===== config.mk =====
export PLATFORM = sky130hd
export DESIGN_NAME = seq_divider
export DESIGN_NICKNAME = d
export VERILOG_FILES = /design/src/rtl/seq_divider.sv
export SDC_FILE = /design/constraint.sdc
export NUM_CORES = 1
export LEC_CHECK = 0
export BUFFER_PORTS_ARGS = -buffer_cell sky130_fd_sc_hd__buf_2
export CAP_MARGIN = 20
export CORE_ASPECT_RATIO = 0.9
export CORE_UTILIZATION = 35
export CTS_CLUSTER_DIAMETER = 40
export DETAILED_ROUTE_END_ITERATION = 7
export SETUP_SLACK_MARGIN = 0.15
export SLEW_MARGIN = 10
export SYNTH_ARGS = -nofsm -noshare
export SYNTH_HDL_FRONTEND = slang
export SYNTH_SLANG_ARGS = --single-unit
export TNS_END_PERCENT = 5

===== constraint.sdc =====
create_clock -name Clk -period 3.1 [get_ports Clk]
set_clock_uncertainty 0.2 [all_clocks]
set_input_delay 0.155 -clock Clk [delete_from_list [all_inputs] [get_ports Clk]]
set_output_delay 0.155 -clock Clk [all_outputs]
set_load 0.05 [all_outputs]

===== src/rtl/seq_divider.sv =====
`default_nettype none
// ============================================================================
// Module      : seq_divider
// Description : Sequential unsigned restoring divider. One quotient bit is
//               produced per clock in RUN; N RUN cycles per division. A zero
//               divisor short-circuits straight to DONE with a flag set.
// Revision    : 1.0 - initial release
// ============================================================================
module seq_divider #(
  parameter int N = 8
) (
  input  logic         Clk,
  input  logic         reset,
  input  logic         St,
  input  logic [N-1:0] Dividend,
  input  logic [N-1:0] Divisor,
  output logic [N-1:0] Quotient,
  output logic [N-1:0] Remainder,
  output logic         Idle,
  output logic         Busy,
  output logic         Done,
  output logic         DivZero
);

  localparam int CW = $clog2(N);

  typedef enum logic [1:0] {
    IDLE = 2'd0,
    RUN  = 2'd1,
    DONE = 2'd2
  } state_t;

  state_t          state;
  state_t          next_state;

  logic [N:0]      a;          // partial remainder, one guard bit
  logic [N-1:0]    q;          // dividend shifting out, quotient shifting in
  logic [N-1:0]    d;          // latched divisor
  logic [CW-1:0]   cnt;        // remaining steps minus one

  logic [N:0]      shifted;
  logic [N:0]      trial;
  logic [N:0]      a_next;
  logic [N-1:0]    q_next;

  // State register
  always_ff @(posedge Clk) begin
    if (reset) begin
      state <= IDLE;
    end else begin
      state <= next_state;
    end
  end

  // Next-state logic and status decode from state alone
  always_comb begin
    next_state = state;
    Idle       = 1'b0;
    Busy       = 1'b0;
    Done       = 1'b0;
    case (state)
      IDLE: begin
        Idle = 1'b1;
        if (St) begin
          next_state = (Divisor == '0) ? DONE : RUN;
        end
      end
      RUN: begin
        Busy = 1'b1;
        if (cnt == '0) begin
          next_state = DONE;
        end
      end
      DONE: begin
        Done       = 1'b1;
        next_state = IDLE;
      end
      default: begin
        next_state = IDLE;
      end
    endcase
  end

  // One restoring step: shift {A,Q} left, try subtracting D, keep if non-negative
  always_comb begin
    shifted = {a[N-1:0], q[N-1]};
    trial   = shifted - {1'b0, d};
    a_next  = shifted;
    q_next  = {q[N-2:0], 1'b0};
    if (!trial[N]) begin
      a_next = trial;
      q_next = {q[N-2:0], 1'b1};
    end
  end

  // Datapath and result registers; results only update on entry to DONE
  always_ff @(posedge Clk) begin
    if (reset) begin
      a         <= '0;
      q         <= '0;
      d         <= '0;
      cnt       <= '0;
      Quotient  <= '0;
      Remainder <= '0;
      DivZero   <= 1'b0;
    end else begin
      case (state)
        IDLE: begin
          if (St) begin
            q   <= Dividend;
            d   <= Divisor;
            a   <= '0;
            cnt <= CW'(N - 1);
            if (Divisor == '0) begin
              // No iterations are possible; report saturated quotient
              DivZero   <= 1'b1;
              Quotient  <= '1;
              Remainder <= Dividend;
            end else begin
              DivZero   <= 1'b0;
            end
          end
        end
        RUN: begin
          a   <= a_next;
          q   <= q_next;
          cnt <= cnt - CW'(1);
          if (cnt == '0) begin
            // Final step: publish the freshly computed values
            Quotient  <= q_next;
            Remainder <= a_next[N-1:0];
          end
        end
        default: begin
        end
      endcase
    end
  end

endmodule
`default_nettype wire

==> qor.yml <==
yosys:
  post-synth-top-area-fraction: 0.365
  synth.yosys.seq_area_share: 0.365
  yosys-top-cells-area: "sky130_fd_sc_hd__dfxtp_1 36%, sky130_fd_sc_hd__nor2_1 7.9%, sky130_fd_sc_hd__nand2_1 7.1%, sky130_fd_sc_hd__ha_1 5.0%, sky130_fd_sc_hd__a211oi_1 4.5%"
  synth_unique_cells: 50
  mappedNetlistNets: 354
  synthesis.instances: 324
  synth_flop_cell: "sky130_fd_sc_hd__dfxtp_1"
  netlist_top_cells_count: "53 x sky130_fd_sc_hd__nor2_1, 48 x sky130_fd_sc_hd__nand2_1, 46 x sky130_fd_sc_hd__dfxtp_1"
  synth.yosys.warnings: 0
  syn_area_per_cell_um2: 7.80
  synthMostInstantiatedCell: "sky130_fd_sc_hd__nor2_1"
  syn-cell-area_um2: 2530
  async_reset_ff_frac: 0
  postSynthRegisterBits: 46
  synth_enable_flop_cells: 0
  netlist.top_cell.by_area: "sky130_fd_sc_hd__dfxtp_1"
final_layout:
  filler_cell_count: 683
  stdcell_area_um2: 3060
  antennaDiodeCount: 0
  layout.area.seq_um2: 921
  synthToLayoutAreaGrowth_pct: 21.0
  multiInputGateArea_um2: 1470
  final_cells: 462
  fin_util: 0.452
  fraction_of_final_layout_cells_sized_beyond_drive_strength_1: 0.161
  final_nets: 401
floorplan:
  chipWidth_um: 91.6
  coreArea_um2: 6760
  number_of_placement_rows: 28
  die_y_um: 82.6
  design.portCount: 39
  die_area_um2: 7560
  initial_core_utilization: 0.374
clock_tree:
  clk-insertion-delay-late_ns: 0.30
  clock_tree.root_cell: "sky130_fd_sc_hd__clkbuf_8"
  cts_buffer_depth: 2
  ctsHtreeMaxLevel: 2
  cts-buffers-inserted: 5
  worst_setup_hold_path_clk_slew_ns: 0.08
  cts_setup_buffers: 0
  cts.sinks: 46
  cts_tree: "done"
timing:
  timing.slew.headroom: 0.625
  hold_viol_final: 0
  finalSetupTns_ns: 0
  max_freq_ghz: 0.362
  slew_violations: 0
  final.min_clock_period_ns: 2.76
  setup_viol: 0
  finalCritPeriodShare: 0.891
  grt_setup_unrepaired: "no"
  worst_slew_pin_slew_ns: 0.559
  worst_setup_margin_ns: 0.338
routing:
  totalWireLength_um: 6180
  post_drt_via_cell_ratio: 5.14
  vias: 2373
  detail_route.drc_violations: 0
  avgRoutedWirePerCell_um: 13.4
  ant_nets: 0
  firstDrtPassIters: 4
  drt_iter0_drc: 106
critical_path:
  start_kind: "flip-flop"
  worst-r2r-setup-slack_ns: 0.34
  max_stage_delay_ns: 0.43
  critical_path_cell_with_the_highest_stage_delay: "sky130_fd_sc_hd__fa_1"
  ff2ff_path_depth: 10
  cp_cell_sequence: "inv_1 > ha_1 > inv_1 > fa_1 > a211oi_4 > nor3_2 > mux2_2 > and3_1 > or2_1 > a22o_1"
  cpLargestDelayFamily: "adder cells"
  capture_instance_of_the_worst_register_to_register_path: "a[3]"
  critical-path-top-cell-by-count: "sky130_fd_sc_hd__inv_1"
  critPathBufInv: 2
  cp.arrival_ns: 2.76
  critical_path.endpoint_type: "flip-flop"
  worstSetupPathType: "reg2reg"
  cp_max_fo: 12
  timing.critical_path.required_ns: 3.10
  worstReg2RegStart: "q[7]"
grt:
  globalRouteTotalUtil: 0.173
  vias_in_the_first_global_route: 2107
  antenna_found_initial: 0
  grt_start_max_net_pins: 27
  globalRoute.totalOverflow: 0
  wire_length_of_the_first_global_routing_pass_um: 10400
placed_design:
  dp.cells: 438
  dp.final_hpwl_um: 4480
  dpl_cell_area_um2: 2780
  portBuffers: 38
  finalWeightedCongestion: 0.847
  placement.setup.worst_slack_ns: 0.204
power_and_ir_drop:
  power_leakage_nw: 1.34
  power.density_nw_per_um2: 551
  vdd_ir_drop_max_uv: 252
outcome:
  status: "finished, final reports clean"
worst_hold_path:
  hp-start: "reset"
  holdCritPathClass: "in2reg"
  whs_endpoint: "DivZero"
  min_delay_path_depth: 2
flow_run:
  maxCapViolCount: 0
worst register-to-register path: stages, from the launching register on:
cell	delay, ns
sky130_fd_sc_hd__dfxtp_1	0.34
sky130_fd_sc_hd__inv_1	0.08
sky130_fd_sc_hd__ha_1	0.16
sky130_fd_sc_hd__inv_1	0.05
sky130_fd_sc_hd__fa_1	0.43
sky130_fd_sc_hd__a211oi_4	0.28
sky130_fd_sc_hd__nor3_2	0.10
sky130_fd_sc_hd__mux2_2	0.39
sky130_fd_sc_hd__and3_1	0.21
sky130_fd_sc_hd__or2_1	0.22
sky130_fd_sc_hd__a22o_1	0.20
cells in the final DEF, fill, tap and decap left out, drive strengths merged, types with 2 or more instances in the layout:
cell type	synthesis	layout
a21o	3	3
nand3	3	3
o21bai	2	2
nand4	2	2
a31oi	3	3
and2	2	2
nor3	6	6
or3	2	2
nor4	2	2
buf	6	43
o21a	2	2
xnor2	3	3
o21ai	14	14
and3	4	4
ha	10	10
mux2	2	2
mux2i	3	3
clkbuf	13	7
nor2	53	53
o211a	8	8
dfxtp	46	46
nor3b	3	3
a22o	2	2
or2	3	3
inv	16	16
a21oi	22	22
nand2b	4	4
a211oi	17	17
dlygate4sd3	0	16
nand2	49	49
a311oi	8	8
area by class of cell:
cell class              count  share of cell area
multi-input cells         243               0.480
flip-flops and latches     46               0.301
clock buffers               7              0.0250
inverters                  16              0.0197
well taps                  90              0.0369
repair buffers             59               0.127
clock inverters             1             0.00983
report_power, final:
group / switching, mW / internal (mW)
Combinational: 0.356 / 0.205
Sequential: 0.0367 / 0.642
Clock: 0.203 / 0.241
Total: 0.595 / 1.09
state kept, by name (all words and copies together) (netlist names):
| signal | cells |
|---|---|
| DivZero | 1 |
| d | 8 |
| a | 8 |
| q | 8 |
| Remainder | 8 |
| Quotient | 8 |
| cnt | 3 |
| state | 2 |
metrics by stage:
stage	power, mW	hold WS (ns)
2_1_floorplan	1.12	0.0910
3_3_place_gp	1.22	0.211
3_5_place_dp	1.23	0.218
4_1_cts	1.69	0.112
5_1_grt	1.79	0.113
6_report	1.68	0.0967
worst max path at each step:
stage	from	end	slack, ns	cells after the start
finish	q[7]	a[3]	0.34	10
global route	q[7]	a[3]	0.16	10
CTS	q[7]	a[3]	0.17	10
detailed placement	q[7]	a[4]	0.20	10
global placement	q[7]	a[3]	0.30	10
floorplan	q[7]	Remainder[5]	0.50	11
metal layers:
metal,global-route usage,vias to the layer above,share of wire
li1,-,1229,-
met1,0.249,1078,0.52
met2,0.269,58,0.42
met3,0.0394,8,0.048
met4,0.0286,0,0.0099
met5,0,-,0
kinds of logic (layout without fill, tap and decap cells):
| family | Yosys count | count (layout) | share of synthesized area |
|---|---|---|---|
| simple gates | 134 | 134 | 0.231 |
| compound gates | 89 | 89 | 0.253 |
| mux | 5 | 5 | 0.0208 |
| fa+ha+maj | 11 | 11 | 0.0575 |
| buf+inv | 35 | 83 | 0.0594 |
| xor+xnor | 4 | 4 | 0.0139 |
| flops | 46 | 46 | 0.365 |
timing repair:
action,CTS,global route
hold buffers,16,0
setup endpoints to repair,0,13
gates resized for setup,0,2
endpoints found under the hold margin,16,0
No activity file was read; power rests on OpenSTA's default activity.
